### src/rtl/core_pkg.sv
// rtl/core_pkg.sv - shared M-extension decode constants and muldiv sequencer state type
package core_pkg;

    typedef enum logic [1:0] {
        IDLE,
        BUSY,
        FIX,
        DONE
    } md_state_t;

    localparam logic [6:0] F7_MULDIV = 7'b0000001;

    localparam logic [2:0] F3_MUL    = 3'b000;
    localparam logic [2:0] F3_MULH   = 3'b001;
    localparam logic [2:0] F3_MULHSU = 3'b010;
    localparam logic [2:0] F3_MULHU  = 3'b011;
    localparam logic [2:0] F3_DIV    = 3'b100;
    localparam logic [2:0] F3_DIVU   = 3'b101;
    localparam logic [2:0] F3_REM    = 3'b110;
    localparam logic [2:0] F3_REMU   = 3'b111;

endpackage

### src/rtl/ex_muldiv_ctrl_if.sv
// rtl/ex_muldiv_ctrl_if.sv - issue/result bundle between the EX stage and the muldiv sequencer
interface ex_muldiv_ctrl_if #(
    parameter int XLEN = 32
);
    logic            start;
    logic [2:0]      funct3;
    logic [XLEN-1:0] op_a;
    logic [XLEN-1:0] op_b;
    logic [4:0]      rd_in;
    logic            flush;
    logic            result_ready;
    logic            md_stall;
    logic            result_valid;
    logic [XLEN-1:0] result;
    logic [4:0]      result_rd;
    logic            busy;

    modport master (
        output start, funct3, op_a, op_b, rd_in, flush, result_ready,
        input  md_stall, result_valid, result, result_rd, busy
    );

    modport slave (
        input  start, funct3, op_a, op_b, rd_in, flush, result_ready,
        output md_stall, result_valid, result, result_rd, busy
    );
endinterface

### src/rtl/muldiv_step.sv
// rtl/muldiv_step.sv - one radix-2 shift-add multiply or restoring-divide iteration
module muldiv_step #(
    parameter int XLEN = 32
) (
    input  logic              is_div,
    input  logic [2*XLEN-1:0] acc,
    input  logic [XLEN-1:0]   operand,
    output logic [2*XLEN-1:0] acc_next
);

    logic [XLEN:0]   add_sum;
    logic [XLEN:0]   rem_sh;
    logic [XLEN-1:0] diff;

    // Multiply: acc = {partial, multiplier}; divide: acc = {remainder, dividend/quotient}.
    always_comb begin
        add_sum  = {1'b0, acc[2*XLEN-1:XLEN]} + (acc[0] ? {1'b0, operand} : '0);
        rem_sh   = acc[2*XLEN-1:XLEN-1];
        diff     = rem_sh[XLEN-1:0] - operand;
        acc_next = '0;
        if (is_div) begin
            if (rem_sh >= {1'b0, operand}) begin
                acc_next = {diff, acc[XLEN-2:0], 1'b1};
            end else begin
                acc_next = {rem_sh[XLEN-1:0], acc[XLEN-2:0], 1'b0};
            end
        end else begin
            acc_next = {add_sum, acc[XLEN-1:1]};
        end
    end

endmodule

### src/rtl/ex_muldiv_ctrl.sv
// rtl/ex_muldiv_ctrl.sv - RV32M iterative multiply/divide sequencer (MULDIV_FAST_MUL_EN: single-pass multiplier)
module ex_muldiv_ctrl #(
    parameter int XLEN  = 32,
    parameter int CNT_W = $clog2(XLEN)
) (
    input  logic            clk,
    input  logic            reset_n,
    ex_muldiv_ctrl_if.slave md
);
    import core_pkg::*;

    localparam logic [XLEN-1:0]  INT_MIN = {1'b1, {(XLEN-1){1'b0}}};
    localparam logic [CNT_W-1:0] LAST    = CNT_W'(XLEN-1);

    md_state_t         state;
    md_state_t         state_nx;
    logic [CNT_W-1:0]  count;
    logic [2:0]        f3_q;
    logic [4:0]        rd_q;
    logic [2*XLEN-1:0] acc;
    logic [XLEN-1:0]   opb_q;
    logic              neg_q;
    logic              neg_r;
    logic [XLEN-1:0]   res_q;

    logic              a_signed;
    logic              b_signed;
    logic              sa;
    logic              sb;
    logic [XLEN-1:0]   a_mag;
    logic [XLEN-1:0]   b_mag;
    logic              div_zero;
    logic              div_ovf;
    logic              special;
    logic [XLEN-1:0]   special_res;
    logic              fast_mul;
    logic [2*XLEN-1:0] acc_init;
    logic [2*XLEN-1:0] acc_step;
    logic [2*XLEN-1:0] prod;
    logic [XLEN-1:0]   quo;
    logic [XLEN-1:0]   rem;
    logic [XLEN-1:0]   fix_res;
    logic              md_stall;
    logic              accept;

    // Operands are reduced to magnitudes up front; the sign is reapplied in FIX.
    always_comb begin
        a_signed = (md.funct3 == F3_MULH) || (md.funct3 == F3_MULHSU) ||
                   (md.funct3 == F3_DIV)  || (md.funct3 == F3_REM);
        b_signed = (md.funct3 == F3_MULH) || (md.funct3 == F3_DIV) || (md.funct3 == F3_REM);
        sa       = a_signed && md.op_a[XLEN-1];
        sb       = b_signed && md.op_b[XLEN-1];
        a_mag    = sa ? -md.op_a : md.op_a;
        b_mag    = sb ? -md.op_b : md.op_b;
        div_zero = md.funct3[2] && (md.op_b == '0);
        div_ovf  = ((md.funct3 == F3_DIV) || (md.funct3 == F3_REM)) &&
                   (md.op_a == INT_MIN) && (md.op_b == '1);
        special  = div_zero || div_ovf;
        if (div_zero) begin
            special_res = md.funct3[1] ? md.op_a : '1;
        end else begin
            special_res = md.funct3[1] ? '0 : INT_MIN;
        end
    end

`ifdef MULDIV_FAST_MUL_EN
    assign fast_mul = !md.funct3[2];
    assign acc_init = fast_mul ? ({{XLEN{1'b0}}, a_mag} * {{XLEN{1'b0}}, b_mag})
                               : {{XLEN{1'b0}}, a_mag};
`else
    assign fast_mul = 1'b0;
    assign acc_init = {{XLEN{1'b0}}, a_mag};
`endif

    muldiv_step #(
        .XLEN (XLEN)
    ) u_step (
        .is_div   (f3_q[2]),
        .acc      (acc),
        .operand  (opb_q),
        .acc_next (acc_step)
    );

    always_comb begin
        prod = neg_q ? -acc : acc;
        quo  = neg_q ? -acc[XLEN-1:0] : acc[XLEN-1:0];
        rem  = neg_r ? -acc[2*XLEN-1:XLEN] : acc[2*XLEN-1:XLEN];
        case (f3_q)
            F3_MUL:                       fix_res = prod[XLEN-1:0];
            F3_MULH, F3_MULHSU, F3_MULHU: fix_res = prod[2*XLEN-1:XLEN];
            F3_DIV, F3_DIVU:              fix_res = quo;
            default:                      fix_res = rem;
        endcase
    end

    assign accept = (state == IDLE) && md.start && !md.flush;

    always_ff @(posedge clk) begin
        if (!reset_n) begin
            state <= IDLE;
        end else begin
            state <= state_nx;
        end
    end

    always_comb begin
        state_nx = state;
        md_stall = 1'b0;
        case (state)
            IDLE: begin
                md_stall = md.start;
                if (accept) begin
                    if (special) begin
                        state_nx = DONE;
                    end else if (fast_mul) begin
                        state_nx = FIX;
                    end else begin
                        state_nx = BUSY;
                    end
                end
            end
            BUSY: begin
                md_stall = 1'b1;
                if (count == LAST) begin
                    state_nx = FIX;
                end
            end
            FIX: begin
                md_stall = 1'b1;
                state_nx = DONE;
            end
            DONE: begin
                md_stall = !md.result_ready;
                if (md.result_ready) begin
                    state_nx = IDLE;
                end
            end
            default: state_nx = IDLE;
        endcase
        if (md.flush) begin
            state_nx = IDLE;
        end
    end

    always_ff @(posedge clk) begin
        if (!reset_n) begin
            count <= '0;
            f3_q  <= '0;
            rd_q  <= '0;
            acc   <= '0;
            opb_q <= '0;
            neg_q <= 1'b0;
            neg_r <= 1'b0;
            res_q <= '0;
        end else begin
            case (state)
                IDLE: begin
                    if (accept) begin
                        f3_q  <= md.funct3;
                        rd_q  <= md.rd_in;
                        opb_q <= b_mag;
                        neg_q <= sa ^ sb;
                        neg_r <= sa;
                        count <= '0;
                        acc   <= acc_init;
                        if (special) begin
                            res_q <= special_res;
                        end
                    end
                end
                BUSY: begin
                    acc   <= acc_step;
                    count <= count + CNT_W'(1);
                end
                FIX: begin
                    if (!md.flush) begin
                        res_q <= fix_res;
                    end
                end
                default: ;
            endcase
        end
    end

    assign md.md_stall     = md_stall;
    assign md.result_valid = (state == DONE);
    assign md.result       = res_q;
    assign md.result_rd    = rd_q;
    assign md.busy         = (state != IDLE);

endmodule

### src/flat_wrapper.sv
// flat-port wrapper written by rule: the top's interface ports become plain ports
module ex_muldiv_ctrl_flat import core_pkg::*;
#(
    parameter int XLEN  = 32,
    parameter int CNT_W = $clog2(XLEN)
)
  (clk, reset_n, md_start, md_funct3, md_op_a, md_op_b, md_rd_in, md_flush, md_result_ready, md_md_stall, md_result_valid, md_result, md_result_rd, md_busy);
  ex_muldiv_ctrl_if #(.XLEN(XLEN)) md_i ();
  input  logic clk;
  input  logic reset_n;
  input wire logic [$bits(md_i.start)-1:0] md_start;
  input wire logic [$bits(md_i.funct3)-1:0] md_funct3;
  input wire logic [$bits(md_i.op_a)-1:0] md_op_a;
  input wire logic [$bits(md_i.op_b)-1:0] md_op_b;
  input wire logic [$bits(md_i.rd_in)-1:0] md_rd_in;
  input wire logic [$bits(md_i.flush)-1:0] md_flush;
  input wire logic [$bits(md_i.result_ready)-1:0] md_result_ready;
  output wire logic [$bits(md_i.md_stall)-1:0] md_md_stall;
  output wire logic [$bits(md_i.result_valid)-1:0] md_result_valid;
  output wire logic [$bits(md_i.result)-1:0] md_result;
  output wire logic [$bits(md_i.result_rd)-1:0] md_result_rd;
  output wire logic [$bits(md_i.busy)-1:0] md_busy;
  assign md_i.start = md_start;
  assign md_i.funct3 = md_funct3;
  assign md_i.op_a = md_op_a;
  assign md_i.op_b = md_op_b;
  assign md_i.rd_in = md_rd_in;
  assign md_i.flush = md_flush;
  assign md_i.result_ready = md_result_ready;
  assign md_md_stall = md_i.md_stall;
  assign md_result_valid = md_i.result_valid;
  assign md_result = md_i.result;
  assign md_result_rd = md_i.result_rd;
  assign md_busy = md_i.busy;
  ex_muldiv_ctrl #(.XLEN(XLEN), .CNT_W(CNT_W)) u_core (.clk(clk), .reset_n(reset_n), .md(md_i));
endmodule
### config.mk
export PLATFORM = sky130hd
export DESIGN_NAME = ex_muldiv_ctrl_flat
export DESIGN_NICKNAME = d
export VERILOG_FILES = /design/src/rtl/core_pkg.sv /design/src/rtl/ex_muldiv_ctrl_if.sv /design/src/rtl/muldiv_step.sv /design/src/rtl/ex_muldiv_ctrl.sv /design/src/flat_wrapper.sv
export SDC_FILE = /design/constraint.sdc
export NUM_CORES = 1
export LEC_CHECK = 0
export CAP_MARGIN = 20
export CORE_MARGIN = 3
export CORE_UTILIZATION = 38
export CTS_CLUSTER_DIAMETER = 100
export DETAILED_ROUTE_END_ITERATION = 8
export SYNTH_ARGS = -nofsm -noshare
export SYNTH_HDL_FRONTEND = slang
export SYNTH_HIERARCHICAL = 1
export SYNTH_SLANG_ARGS = --single-unit
### constraint.sdc
create_clock -name clk -period 10.5 [get_ports clk]
set_input_delay 1.575 -clock clk [delete_from_list [all_inputs] [get_ports clk]]
set_output_delay 1.575 -clock clk [all_outputs]
set_load 0.005 [all_outputs]
* Word-level counts from Yosys, hierarchy flattened
Index checks and enable logic that the tools add are counted.
** Operators by class
- Shifts and indexed selects :: 0
- Bitwise operators :: 2
- Add/sub/neg operators :: 8
- Equality and inequality tests :: 20
- Mux-type cells :: 26
- Multipliers :: 0
- Reductions and logical operators :: 30
- $lt $le $gt $ge :: 1
- Div/mod/pow operators :: 0
** Operators with widths (count)
- 32-bit 2-to-1 mux :: 11
- 64-bit 2-to-1 mux :: 4
- 32-bit negation :: 4
- 64-bit case mux with 2 select lines :: 1
- 32-bit case mux with 3 select lines :: 1
- 32-bit equality test (second input constant) :: 2
- 64-bit negation :: 1
- 32-bit case mux with 2 select lines :: 1
- 32-bit by 33-bit adder with 33-bit output :: 1
- 33-bit by 32-bit greater-or-equal comparator with 1-bit output :: 1
- 32-bit logical NOT :: 1
- 32-bit subtractor :: 1
- 3-bit equality test (second input constant) :: 4
- 5-bit case mux with 2 select lines :: 1
- 3-bit by 2-bit equality test with 1-bit output (second input constant) :: 3
- 2-bit 2-to-1 mux :: 4
- 2-bit case mux with 4 select lines :: 1
- 1-bit logical AND :: 7
- 1-bit logical OR :: 7
- 3-bit by 1-bit equality test with 1-bit output (second input constant) :: 2
- 2-bit by 1-bit != test with 1-bit output (second input constant) :: 3
- 2-bit nonzero test :: 3
- 2-bit OR reduction :: 3
- 5-bit by 1-bit adder with 5-bit output (second input constant) :: 1
- 15 further kinds :: 19
** Storage, ports and cells
- Output and inout bits :: 40
- Memories kept :: 0
- Register bits after elaboration :: 145
- Bits in latches :: 0
- Bits in writable memories :: 0
- Memory bits (read-only) :: 0
- Word-level logic and storage cells :: 96
- Input bits :: 77

* Depth between registers and ports, before layout
Gate-level depths: netlist of run 1.
- Depth in word-level cells :: 8
- Gate-level depth with buffers :: 15
- Mapped depth without buffers :: 15

* Cells and area by module
The synthesis of run 1 kept the hierarchy.
** By module, submodules not included
- ex_muldiv_ctrl :: cells an instance 1381, sequential area each 2902.8 um^2, instances 1, area an instance 10257.3 um^2
- muldiv_step :: cells an instance 671, sequential area each 0.0 um^2, instances 1, area an instance 4698.3 um^2

* Least setup slack after synthesis of run 1
Ideal clock, no wire load.
- Path type :: input port to flip-flop
- From :: in md_op_b[0]
- To :: reg u_core.res_q[24], in the netlist u_core/md.result[24]
- Data arrival time :: 3874 ps
- Stages :: 10
- Required time :: 10430 ps
- Setup time :: 70 ps
- Path buffers :: 1
- Setup slack :: 6555 ps
- Cells stage by stage :: inv_1 -> ha_1 -> nor3b_1 -> nand2_1 -> or4_1 -> or4_1 -> o211ai_2 -> buf_4 -> o221ai_1 -> o2bb2ai_1
** On the way
- Longest elaborated chain between the ends :: 6
- Elaborated cells on any way between the ends :: 11
- Classes of those cells :: 2 x eq/ne; 4 x mux; 5 x reduce/logical
** RTL lines
- from (decl) :: line flat_wrapper.sv:14 : input wire logic [$bits(md_i.op_b)-1:0] md_op_b;
- 32-bit logical NOT :: line ex_muldiv_ctrl.sv:55 : div_zero = md.funct3[2] && (md.op_b == '0);
- 1-bit logical AND :: line ex_muldiv_ctrl.sv:55
- 32-bit 2-to-1 mux :: line ex_muldiv_ctrl.sv:59 : if (div_zero) begin
- 32-bit 2-to-1 mux :: line ex_muldiv_ctrl.sv:166 : if (special) begin
- 32-bit 2-to-1 mux :: line ex_muldiv_ctrl.sv:158 : if (accept) begin
- 32-bit case mux with 2 select lines :: line ex_muldiv_ctrl.sv:156 : case (state)
- to (signal assigned) :: line ex_muldiv_ctrl.sv:167 : res_q <= special_res;
- to (signal assigned) :: line ex_muldiv_ctrl.sv:177 : res_q <= fix_res;
- to (decl) :: line ex_muldiv_ctrl.sv:24 : logic [XLEN-1:0] res_q;
Parallel ways exist; a longest one is shown, timed or not. The select of a mux whose other input is x is not followed.
A chain may end at the register's enable or synchronous reset.

* Final worst setup path of run 1
- From :: in md_op_a[3]
- To :: reg u_core.res_q[24], in the netlist u_core/md.result[24]
** On the way
- Longest elaborated chain between the ends :: 6
** RTL lines
- from (decl) :: line flat_wrapper.sv:13 : input wire logic [$bits(md_i.op_a)-1:0] md_op_a;
- 32-bit equality test :: line ex_muldiv_ctrl.sv:57 : (md.op_a == INT_MIN) && (md.op_b == '1);
- 1-bit logical AND :: line ex_muldiv_ctrl.sv:56 : div_ovf = ((md.funct3 == F3_DIV) || (md.funct3 == F3_REM)) &&
- 1-bit logical AND :: line ex_muldiv_ctrl.sv:57
- 1-bit logical OR :: line ex_muldiv_ctrl.sv:58 : special = div_zero || div_ovf;
- 2-bit by 1-bit != test with 1-bit output (no source line)
- 4-bit AND reduction (no source line)
No other way between the ends.

==> out/qor.csv, run 1 <==
stage;metric;value;unit
status;outcome;completed;
pwr;p_leak;6.50;nW
finish;design.final.nets;2231;
clock_tree;cts-buffers-inserted;17;
sta;final_ws_setup;5210;ps
clock_tree;worst_skew_pair.late_latency;460;ps
worst_setup_path;cp-start-kind;input pin;
routing;detail_route.iter0.violations;1967;
place;gp_congestion;0.935;
finish;antenna_cells_inserted;0;
global_route;grt.overflow.total;0;
finish;multi_input_area;11200;sq um
synth;synth_sequential_area_ratio;19.4;%
clock_tree;htreeDepth;4;
clock_tree;cts.clk_slew.worst_paths;70;ps
global_route;aggregate_global_route_resource_usage;27.4;%
global_route;grt_pass1_vias;15000;
synth;synthCells;2052;
clock_tree;cts_tree;done;
worst_setup_path;path_cells;clkdlybuf4s50_1 > nor4_1 > nand4_1 > nor4_1 > nand4_1 > o211ai_2 > o221ai_1 > o2bb2ai_1;
clock_tree;cts-resized-gates;0;
finish;final.fill_count;4012;
synth;synth_top_area_cell;sky130_fd_sc_hd__dfxtp_1;
global_route;met3_usage;5.29;%
worst_setup_path;worst_path_dominant_cell_family;simple AND/OR/NAND/NOR gates;
synth;ys_async_sr_fraction;0;%
sta;grt_setup_unrepaired;false;
worst_setup_path;cell_with_the_largest_stage_delay_on_the_worst_path;sky130_fd_sc_hd__o211ai_2;
global_route;largest_net_degree_at_the_start_of_global_routing;81;
sta;timing_hold_violations_final;0;
sta;timing.max_slew.rel_slack;25.0;%
global_route;grtUsageMet1;39.4;%
finish;regArea;2900;sq um
worst_setup_path;timing.critical_path.arrival;5690;ps
synth;synth.ff_latch_count;145;
worst_setup_path;crit_path_end_kind;flop;
run;drv.max_cap_violation_count;0;
synth;yosysWarnings;6;
finish;syn2layout_area_growth;13.8;%
synth;yosysUniqueCellTypes;94;
worst_setup_path;slowest_delay;860;ps
die;start_util;38.6;%
place;detailed_placement_hpwl;42.8;mm
global_route;top_usage_layer;met2;
finish;final_layout_size_suffix_gt1_share;6.99;%
sta;timing_worst_slew_pin_value;1120;ps
synth;summed_instance_area_of_the_synthesized_netlist;15000;sq um
finish;instances_no_fill;2607;
pwr;ir_worst_vdd;0.000108;V
synth;synth_edf_count;0;
sta;clock.fmax;0.189;GHz
sta;setup-violations-final;0;
sta;period_needed;5290;ps
global_route;antenna_found_initial;1;
routing;wirelength;58.4;mm
synth;postSynth.topFlopCell;sky130_fd_sc_hd__dfxtp_1;
worst_setup_path;critPathBufInv;1;
sta;hold-worst-slack;457;ps
routing;vias;16300;
global_route;grt_use_met2;41.5;%
die;rows;72;
routing;drt_pass1_iterations;6;
sta;layout_worst_path_cycle_share;50.4;%
die;ioPinCount;117;
finish;utilization;43.9;%
clock_tree;cts_setup_buffers;0;
die;core_area;38700;sq um
worst_setup_path;required;10900;ps
place;place_inst;2574;
global_route;wire_length_of_the_first_global_routing_pass;89.6;mm
routing;avgRoutedWirePerCell;22.4;um
sta;tns;0;ps
sta;maxSlewViolCount;0;
place;buffer_ports.inserted;116;
sta;fin_skew;8.46;ps
clock_tree;clockBufferDepth;2;
synth;postSynthAreaPerCell;7.29;sq um
clock_tree;num_clock_sinks;145;
die;dieArea;41800;sq um
synth;synth_top_cell_area_share;19.4;%
synth;ys_top_cells_by_area;sky130_fd_sc_hd__dfxtp_1 (19%), sky130_fd_sc_hd__ha_1 (6.4%), sky130_fd_sc_hd__a21oi_1 (5.1%);
routing;remaining_drc_errors;0;
die;die_wd;204;um
routing;mean_number_of_vias_per_cell;6.24;
clock_tree;library_cell_used_as_clock_root_buffer;sky130_fd_sc_hd__clkbuf_16;
clock_tree;hold_buffers;0;
hold_path;kind_of_path_behind_the_tightest_hold_check;reg -> reg;
worst_setup_path;timing_worst_setup_path_type;in -> reg;
die;die_h;204;um
synth;syn_nets;2207;
worst_setup_path;worst-path-max-fanout;16;
place;worst_slack_at_placement;4800;ps
pwr;power.density;102;nW/um^2
routing;ant_nets;0;
[tightest hold or removal path: stages (launching register included)]
cell and delay [ps]:
sky130_fd_sc_hd__dfxtp_1 310, sky130_fd_sc_hd__nand2_1 50, sky130_fd_sc_hd__a21oi_1 50
[state kept, by name, indices dropped and copies added, names as in the netlist]
name and count:
u_core/f3_q 3, u_core/opb_q 32, u_core/acc 64, u_core/md.result_rd 5, u_core/count 5, u_core/md.result 32
u_core/neg_r 1, u_core/neg_q 1, u_core/state 2
[cell type report]
cell class,instances,area share [%]
Clock buffer,17,2.50
Clock inverter,15,0.882
Timing Repair Buffer,147,8.22
Multi-Input combinational cell,1689,65.9
Inverter,76,1.68
Sequential cell,145,17.1
Tap cell,518,3.81
[kinds of logic after synthesis]
kind of cell | after synthesis | share of synthesized area (%)
mux | 75 | 5.30
xor+xnor | 161 | 9.43
buf+inv | 218 | 5.80
compound gates | 661 | 29.4
flops | 145 | 19.4
simple gates | 714 | 24.0
fa+ha+maj | 78 | 6.63
[placed cells by master (no fill, tap or decap), types with 9 or more instances in the layout]
cell / n
sky130_fd_sc_hd__nor2_1: 203
sky130_fd_sc_hd__nand2_1: 167
sky130_fd_sc_hd__a21oi_1: 152
sky130_fd_sc_hd__dfxtp_1: 144
sky130_fd_sc_hd__o21ai_0: 120
sky130_fd_sc_hd__clkdlybuf4s50_1: 116
sky130_fd_sc_hd__xnor2_1: 81
sky130_fd_sc_hd__xor2_1: 80
sky130_fd_sc_hd__ha_1: 76
sky130_fd_sc_hd__inv_1: 75
sky130_fd_sc_hd__nand3_1: 48
sky130_fd_sc_hd__and2_1: 45
sky130_fd_sc_hd__a211oi_1: 42
sky130_fd_sc_hd__a22oi_1: 41
sky130_fd_sc_hd__mux2i_1: 41
sky130_fd_sc_hd__a21o_1: 39
sky130_fd_sc_hd__nor3_1: 37
sky130_fd_sc_hd__or3_1: 36
sky130_fd_sc_hd__nand4_1: 35
sky130_fd_sc_hd__nor4_1: 34
sky130_fd_sc_hd__mux2_2: 33
sky130_fd_sc_hd__buf_4: 30
sky130_fd_sc_hd__a31oi_1: 28
sky130_fd_sc_hd__o31ai_1: 27
sky130_fd_sc_hd__or4_1: 25
sky130_fd_sc_hd__o21ai_1: 25
sky130_fd_sc_hd__o41ai_1: 24
sky130_fd_sc_hd__o211ai_1: 18
sky130_fd_sc_hd__clkbuf_16: 17
sky130_fd_sc_hd__nand2b_1: 14
sky130_fd_sc_hd__o22ai_1: 14
sky130_fd_sc_hd__o21a_1: 14
sky130_fd_sc_hd__and3_1: 13
sky130_fd_sc_hd__o221ai_1: 13
sky130_fd_sc_hd__o2bb2ai_1: 12
sky130_fd_sc_hd__o21bai_1: 9
[where the power goes]
group | total (mW) | leakage, nW | switching (mW) | internal (mW)
registers | 0.606 | 1.18 | 0.0379 | 0.568
logic | 0.502 | 5.04 | 0.314 | 0.187
clock network | 0.622 | 0.282 | 0.289 | 0.333
[stage by stage]
stage	area [sq um]	total power, mW
3_5_place_dp	16400	1.10
6_report	17000	1.73
3_3_place_gp	16400	1.10
5_1_grt	17000	1.80
4_1_cts	17000	1.73
2_1_floorplan	15000	0.934
[cell usage after synthesis, types with 12 or more instances]
| master | number |
|---|---|
| sky130_fd_sc_hd__nand2_1 | 167 |
| sky130_fd_sc_hd__inv_1 | 75 |
| sky130_fd_sc_hd__o21ai_1 | 26 |
| sky130_fd_sc_hd__o221ai_1 | 13 |
| sky130_fd_sc_hd__a21oi_1 | 153 |
| sky130_fd_sc_hd__o22ai_1 | 14 |
| sky130_fd_sc_hd__nand2b_1 | 14 |
| sky130_fd_sc_hd__nor2_1 | 203 |
| sky130_fd_sc_hd__a22oi_1 | 41 |
| sky130_fd_sc_hd__dfxtp_1 | 145 |
| sky130_fd_sc_hd__a211oi_1 | 42 |
| sky130_fd_sc_hd__mux2_2 | 33 |
| sky130_fd_sc_hd__ha_1 | 76 |
| sky130_fd_sc_hd__o21a_1 | 14 |
| sky130_fd_sc_hd__a31oi_1 | 28 |
| sky130_fd_sc_hd__nor3_1 | 38 |
| sky130_fd_sc_hd__or3_1 | 36 |
| sky130_fd_sc_hd__nor4_1 | 34 |
| sky130_fd_sc_hd__and2_1 | 46 |
| sky130_fd_sc_hd__buf_2 | 12 |
| sky130_fd_sc_hd__xnor2_1 | 81 |
| sky130_fd_sc_hd__o41ai_1 | 24 |
| sky130_fd_sc_hd__o21ai_0 | 120 |
| sky130_fd_sc_hd__o31ai_1 | 27 |
| sky130_fd_sc_hd__clkbuf_1 | 115 |
| sky130_fd_sc_hd__nand3_1 | 48 |
| sky130_fd_sc_hd__mux2i_1 | 41 |
| sky130_fd_sc_hd__o211ai_1 | 18 |
| sky130_fd_sc_hd__xor2_1 | 80 |
| sky130_fd_sc_hd__nand4_1 | 35 |
| sky130_fd_sc_hd__o2bb2ai_1 | 12 |
| sky130_fd_sc_hd__or4_1 | 25 |
| sky130_fd_sc_hd__a21o_1 | 39 |
| sky130_fd_sc_hd__and3_1 | 13 |
[metal layers]
layer,up-vias,wire (um)
met5,-,0
met3,96,5000
li1,7658,-
met2,735,25300
met4,0,1410
met1,7772,26700
[path summary, 6_finish.rpt]
check             slack, ps                             endpoint                           startpoint  cells after the start
hold / removal          460  u_core/md.result_rd[1]$_SDFFE_PN0P_  u_core/md.result_rd[1]$_SDFFE_PN0P_                      2
hold reg to reg         460  u_core/md.result_rd[1]$_SDFFE_PN0P_  u_core/md.result_rd[1]$_SDFFE_PN0P_                      2
setup reg to reg       6200    u_core/md.result[26]$_SDFFE_PN0P_           u_core/acc[0]$_SDFFE_PN0P_                     10
setup / recovery       5210    u_core/md.result[24]$_SDFFE_PN0P_                           md_op_a[3]                      8
No activity file was read; power rests on OpenSTA's default activity.
==> run 2, diff against run 1 <==
clock period = 5.4 ns   (was 10.5 ns; I/O delays follow)
==> run 2 against run 1 <==
- clock skew up 1.8 ps
- worst setup slack worse by 4300 ps
- sequential cell count unchanged
- sequential share of layout area down 0.067 points
- routed wire length down 0.78%
- final area up 0.40%
- first-iteration DRC count down 10%
- utilization up 0.17 points
- cell count about the same
- register-to-register slack worse by 5300 ps
- largest power group unchanged
- highest routed layer unchanged
==> out/qor.csv, run 2 (synthesis gave the netlist of run 1 again) <==
stage;metric;value;unit;change
worst_setup_path;regToRegEndpoint;u_core/acc[62]$_SDFFE_PN0P_;;
place;buffer_ports.inserted;116;;unchanged
routing;avgRoutedWirePerCell;22.2;um;-0.86%
clock_tree;num_clock_sinks;145;;unchanged
global_route;grt.overflow.total;0;;unchanged
routing;detail_route.iter0.violations;1769;;-10%
global_route;grt_pass1_vias;15100;;+0.83%
clock_tree;htreeDepth;4;;unchanged
routing;wirelength;57.9;mm;-0.78%
hold_path;kind_of_path_behind_the_tightest_hold_check;reg -> reg;;
sta;setup-violations-final;0;;unchanged
place;detailed_placement_hpwl;43.1;mm;+0.80%
finish;most_frequent_standard_cell_in_the_layout_excluding_fill_and_tap_cells;sky130_fd_sc_hd__nor2_1;;
sta;tns;0;ps;unchanged
finish;registers.top_by_ff_count;u_core/acc;;
sta;layout_worst_path_cycle_share;83.0;%;
global_route;antenna_found_initial;1;;unchanged
die;start_util;38.6;%;unchanged
die;die_h;204;um;unchanged
worst_setup_path;crit_path_end_kind;flop;;
routing;vias;16400;;+0.73%
worst_setup_path;path_cells;clkdlybuf4s50_1 > nor4_1 > nand4_1 > nor4_1 > nand4_1 > o211ai_2 > buf_4 > o221ai_1 > o2bb2ai_1;;
global_route;aggregate_global_route_resource_usage;27.2;%;-0.13 points
sta;timing_hold_violations_final;0;;unchanged
worst_setup_path;required;5780;ps;-5120 ps
hold_path;min-delay-start;u_core/md.result_rd[4]$_SDFFE_PN0P_;;
clock_tree;cts_setup_buffers;0;;unchanged
clock_tree;hold_buffers;0;;unchanged
sta;maxSlewViolCount;0;;unchanged
sta;fin_skew;10.2;ps;+1.76 ps
worst_setup_path;r2r-start;u_core/acc[0]$_SDFFE_PN0P_;;
status;outcome;completed;;
finish;layout_common_cells;sky130_fd_sc_hd__nor2_1 (203), sky130_fd_sc_hd__nand2_1 (167), sky130_fd_sc_hd__a21oi_1 (152), sky130_fd_sc_hd__dfxtp_1 (144), sky130_fd_sc_hd__o21ai_0 (120);;
finish;final_layout_size_suffix_gt1_share;7.08;%;+0.089 points
sta;timing.max_slew.rel_slack;29.3;%;+4.3 points
pwr;power.density;204;nW/um^2;+100%
pwr;p_leak;6.52;nW;+0.35%
global_route;wire_length_of_the_first_global_routing_pass;89.5;mm;-0.17%
place;detailed_place.area;16500;sq um;+0.14%
routing;mean_number_of_vias_per_cell;6.28;;+0.65%
finish;final.fill_count;4035;;+0.57%
finish;instances_no_fill;2609;;+0.077%
place;place_inst;2577;;+0.12%
finish;largest_reg_flops;64;;unchanged
routing;ant_nets;0;;unchanged
clock_tree;library_cell_used_as_clock_root_buffer;sky130_fd_sc_hd__clkbuf_16;;
place;gp_congestion;0.980;;+4.8%
finish;postLayoutCellArea;17100;sq um;+0.40%
pwr;ir_worst_vdd;0.000254;V;+130%
sta;timing_worst_slew_pin_value;1060;ps;-63.9 ps
die;die_wd;204;um;unchanged
routing;drt_pass1_iterations;6;;unchanged
clock_tree;clockBufferDepth;2;;unchanged
worst_setup_path;worst-path-max-fanout;12;;-4
sta;clock.fmax;0.223;GHz;
worst_setup_path;setup.reg_to_reg.worst_slack;920;ps;-5280 ps
sta;period_needed;4480;ps;
routing;remaining_drc_errors;0;;unchanged
global_route;largest_net_degree_at_the_start_of_global_routing;88;;+8.6%
hold_path;min_delay_path_depth;2;;unchanged
finish;syn2layout_area_growth;14.3;%;
finish;antenna_cells_inserted;0;;unchanged
worst_setup_path;timing_worst_setup_path_type;in -> reg;;
clock_tree;cts_tree;done;;
finish;multi_input_area;11200;sq um;unchanged
worst_setup_path;cp-start-kind;input pin;;
run;drv.max_cap_violation_count;0;;unchanged
sta;grt_setup_unrepaired;false;;
die;core_area;38700;sq um;unchanged
hold_path;min_to;u_core/md.result_rd[4]$_SDFFE_PN0P_;;
die;rows;72;;unchanged
finish;design.final.nets;2233;;+0.090%
clock_tree;cts-resized-gates;0;;unchanged
worst_setup_path;slowest_delay;770;ps;-90 ps
worst_setup_path;cell_with_the_largest_stage_delay_on_the_worst_path;sky130_fd_sc_hd__nor4_1;;
clock_tree;worst_skew_pair.late_latency;460;ps;about the same
finish;utilization;44.1;%;+0.17 points
die;ioPinCount;117;;unchanged
clock_tree;cts-buffers-inserted;17;;unchanged
clock_tree;cts.clk_slew.worst_paths;60;ps;about the same
die;dieArea;41800;sq um;unchanged
worst_setup_path;timing.critical_path.arrival;4870;ps;-820 ps
finish;regArea;2900;sq um;unchanged
worst_setup_path;reg2regPathDepth;13;;+3
-- run 2: cell count changes in the layout (fill, tap and decap cells not counted), moves of 2 or more --
cell	before	now
sky130_fd_sc_hd__bufinv_16	1	4
sky130_fd_sc_hd__clkinvlp_4	1	4
sky130_fd_sc_hd__clkinv_4	4	2
sky130_fd_sc_hd__inv_6	7	4
-- run 2: final cells by class --
cell class	count	area share [%]
Inverter	76	1.67
Tap cell	518	3.79
Clock inverter	14	1.19
Timing Repair Buffer	149	8.25
Clock buffer	18	2.51
Sequential cell	145	17.0
Multi-Input combinational cell	1689	65.6
-- run 2: worst max path at each step --
stage | startpoint | endpoint | slack, ps | cells after the start
floorplan | u_core/acc[0]$_SDFFE_PN0P_ | u_core/acc[59]$_SDFFE_PN0P_ | 1890 | 15
global placement | md_op_a[2] | u_core/md.result[24]$_SDFFE_PN0P_ | 910 | 9
detailed placement | md_op_a[3] | u_core/md.result[24]$_SDFFE_PN0P_ | 670 | 9
CTS | u_core/acc[0]$_SDFFE_PN0P_ | u_core/acc[62]$_SDFFE_PN0P_ | 980 | 13
global route | u_core/acc[0]$_SDFFE_PN0P_ | u_core/acc[62]$_SDFFE_PN0P_ | 610 | 13
finish | md_op_a[3] | u_core/md.result[24]$_SDFFE_PN0P_ | 920 | 9
-- run 2: through the flow --
| stage | hold WS, ps | setup WS, ps | total power, mW |
|---|---|---|---|
| after floorplan | 440 | 1890 | 1.82 |
| after global placement | 442 | 914 | 2.14 |
| after detailed placement | 449 | 670 | 2.15 |
| after CTS | 461 | 983 | 3.48 |
| after global routing | 478 | 613 | 3.63 |
| final | 463 | 916 | 3.49 |
-- run 2: critical path, delay by kind of cell --
kind	cells	cell delay (ps)
and+or+nand+nor	4	2310
buffers and inverters	2	740
AOI/OAI and AO/OA	3	980
-- run 2: report_power, final --
| part | internal, mW | total [mW] | switching, mW |
|---|---|---|---|
| clock network | 0.781 | 1.34 | 0.559 |
| logic | 0.365 | 0.969 | 0.604 |
| registers | 1.11 | 1.18 | 0.0768 |
-- run 2: routing by layer --
metal	vias up	GRT usage (%)	routed length (um)
li1	7681	-	-
met1	7762	39.1	26500
met2	814	40.2	24400
met3	122	5.43	4900
met4	0	10.0	2030
met5	-	0	0
==> run 3, diff against run 2 <==
clock period = 4.6 ns   (was 5.4 ns; I/O delays follow)
==> run 3 against run 2 <==
- first-iteration DRC count rose by 0.45%
- via count increased by 1.5%
- critical path depth is 4 higher
==> out/qor.csv, run 3 (synthesis gave the netlist of run 1 again) <==
stage;metric;value;unit;change
status;outcome;completed;;
die;dieArea;41800;sq um;unchanged
place;detailed_place.area;16700;sq um;+1.7%
pwr;power.share.switching;37.4;%;+1.9 points
routing;mean_number_of_vias_per_cell;6.28;;+0.10%
place;worst_slack_at_placement;408;ps;-262 ps
global_route;wire_length_of_the_first_global_routing_pass;92.4;mm;+3.3%
pwr;combinationalPowerShare;29.8;%;+2.0 points
pwr;cellInternalPower;2.53;mW;+12%
routing;wirelength;60.9;mm;+5.2%
worst_setup_path;timing.critical_path.to;u_core/acc[62]$_SDFFE_PN0P_;;
pwr;power.density;233;nW/um^2;+14%
routing;drt_pass1_iterations;6;;unchanged
routing;avgRoutedWirePerCell;23.0;um;+3.8%
clock_tree;cts_setup_buffers;0;;unchanged
routing;ant_nets;0;;unchanged
worst_setup_path;setup.reg_to_reg.worst_slack;470;ps;-450 ps
clock_tree;htreeDepth;4;;unchanged
worst_setup_path;critPathLaunch;u_core/acc[0]$_SDFFE_PN0P_;;
place;detailed_placement_hpwl;45.5;mm;+5.4%
worst_setup_path;timing.critical_path.arrival;4510;ps;-360 ps
worst_setup_path;required;4980;ps;-800 ps
sta;tns;0;ps;unchanged
sta;timing.max_slew.rel_slack;25.0;%;-4.3 points
finish;instances_no_fill;2645;;+1.4%
sta;fin_skew;16.9;ps;+6.67 ps
finish;postLayoutCellArea;17300;sq um;+1.4%
place;buffer_ports.inserted;116;;unchanged
worst_setup_path;cp-start-kind;flop;;
pwr;ir_worst_vdd;0.000251;V;-1.2%
hold_path;kind_of_path_behind_the_tightest_hold_check;reg -> reg;;
finish;registers.top_by_ff_count;u_core/acc;;
clock_tree;cts-resized-gates;0;;unchanged
worst_setup_path;r2r-start;u_core/acc[0]$_SDFFE_PN0P_;;
clock_tree;num_clock_sinks;145;;unchanged
sta;layout_worst_path_cycle_share;89.8;%;
pwr;p_switching;1.51;mW;+22%
global_route;grt_pass1_vias;15500;;+2.2%
worst_setup_path;reg2regPathDepth;13;;unchanged
routing;vias;16600;;+1.5%
pwr;p_leak;6.69;nW;+2.6%
clock_tree;library_cell_used_as_clock_root_buffer;sky130_fd_sc_hd__clkbuf_16;;
pwr;clockPowerShare;35.9;%;-2.5 points
sta;setup-violations-final;0;;unchanged
finish;most_frequent_standard_cell_in_the_layout_excluding_fill_and_tap_cells;sky130_fd_sc_hd__nor2_1;;
sta;hold-worst-slack;452;ps;-11.5 ps
worst_setup_path;timing_worst_setup_path_type;reg -> reg;;
routing;detail_route.iter0.violations;1777;;+0.45%
sta;final_ws_setup;471;ps;-445 ps
sta;period_needed;4130;ps;
die;ioPinCount;117;;unchanged
finish;utilization;44.7;%;+0.62 points
global_route;aggregate_global_route_resource_usage;28.2;%;+0.97 points
finish;largest_reg_flops;64;;unchanged
finish;final_layout_size_suffix_gt1_share;8.61;%;+1.5 points
die;die_wd;204;um;unchanged
pwr;power.total;4.04;mW;+16%
sta;clock.fmax;0.242;GHz;
run;drv.max_cap_violation_count;0;;unchanged
routing;remaining_drc_errors;0;;unchanged
sta;maxSlewViolCount;0;;unchanged
die;die_h;204;um;unchanged
pwr;reg_power_share;34.3;%;+0.4 points
die;start_util;38.6;%;unchanged
clock_tree;clockBufferDepth;2;;unchanged
sta;grt_setup_unrepaired;false;;
global_route;grt.overflow.total;0;;unchanged
place;place_inst;2612;;+1.4%
finish;layout_common_cells;sky130_fd_sc_hd__nor2_1 (203), sky130_fd_sc_hd__nand2_1 (167), sky130_fd_sc_hd__a21oi_1 (152), sky130_fd_sc_hd__dfxtp_1 (144), sky130_fd_sc_hd__o21ai_0 (120);;
die;rows;72;;unchanged
clock_tree;cts_tree;done;;
worst_setup_path;worst-path-max-fanout;21;;+9
clock_tree;cts.clk_slew.worst_paths;70;ps;about the same
clock_tree;worst_skew_pair.late_latency;450;ps;about the same
global_route;antenna_found_initial;1;;unchanged
die;core_area;38700;sq um;unchanged
finish;design.final.nets;2268;;+1.6%
clock_tree;hold_buffers;0;;unchanged
worst_setup_path;regToRegEndpoint;u_core/acc[62]$_SDFFE_PN0P_;;
sta;timing_worst_slew_pin_value;1120;ps;+62.7 ps
place;gp_congestion;0.979;;-0.15%
global_route;largest_net_degree_at_the_start_of_global_routing;58;;-34%
clock_tree;cts-buffers-inserted;17;;unchanged
worst_setup_path;crit_path_end_kind;flop;;
finish;syn2layout_area_growth;15.9;%;
sta;timing_hold_violations_final;0;;unchanged
## run 3: cell type report
cell class                 count  area [sq um]
timing repair buffer         184          1700
inverter                      76           285
multi-input combinational   1689         11200
tap                          518           648
fill                        4020         21400
antenna                        1          2.50
clock buffer                  18           439
clock inverter                14           145
sequential                   145          2900
## run 3: critical path: stages, from the launching register on
cell,delay (ps)
sky130_fd_sc_hd__dfxtp_1,750
sky130_fd_sc_hd__and2_1,230
sky130_fd_sc_hd__ha_1,210
sky130_fd_sc_hd__o211ai_1,130
sky130_fd_sc_hd__o211ai_1,270
sky130_fd_sc_hd__a21oi_1,170
sky130_fd_sc_hd__a211oi_1,670
sky130_fd_sc_hd__a31oi_1,290
sky130_fd_sc_hd__o31ai_1,340
sky130_fd_sc_hd__mux2_2,390
sky130_fd_sc_hd__a211o_1,260
sky130_fd_sc_hd__o21ai_0,140
sky130_fd_sc_hd__a22oi_1,100
sky130_fd_sc_hd__nor2_1,100
## run 3: worst min-delay path by stage
| stage | startpoint | end | slack (ps) | cells after the start |
|---|---|---|---|---|
| floorplan | u_core/opb_q[20]$_SDFFE_PN0P_ | u_core/opb_q[20]$_SDFFE_PN0P_ | 440 | 2 |
| global placement | u_core/md.result_rd[3]$_SDFFE_PN0P_ | u_core/md.result_rd[3]$_SDFFE_PN0P_ | 440 | 2 |
| detailed placement | u_core/md.result[14]$_SDFFE_PN0P_ | u_core/md.result[14]$_SDFFE_PN0P_ | 450 | 1 |
| CTS | u_core/md.result_rd[3]$_SDFFE_PN0P_ | u_core/md.result_rd[3]$_SDFFE_PN0P_ | 460 | 2 |
| global route | u_core/md.result_rd[3]$_SDFFE_PN0P_ | u_core/md.result_rd[3]$_SDFFE_PN0P_ | 480 | 2 |
| finish | u_core/md.result_rd[3]$_SDFFE_PN0P_ | u_core/md.result_rd[3]$_SDFFE_PN0P_ | 450 | 2 |
## run 3: routing by layer
layer  up-vias  wire [um]  track usage (%)  share of wire, %
met2       818      26100             42.8                43
li1       7736          -                -                 -
met3       116       5480             5.64               9.0
met4         0       1750             9.39               2.9
met1      7952      27600             39.9                45
met5         -          0                0                 0
## run 3: power groups by stage
stage                     logic [mW]  clock network [mW]  registers, mW
final                           1.20                1.45           1.39
after global routing            1.29                1.51           1.39
after CTS                       1.17                1.47           1.38
after detailed placement        1.17                   0           1.41
after global placement          1.16                   0           1.41
after floorplan                0.771                   0           1.36
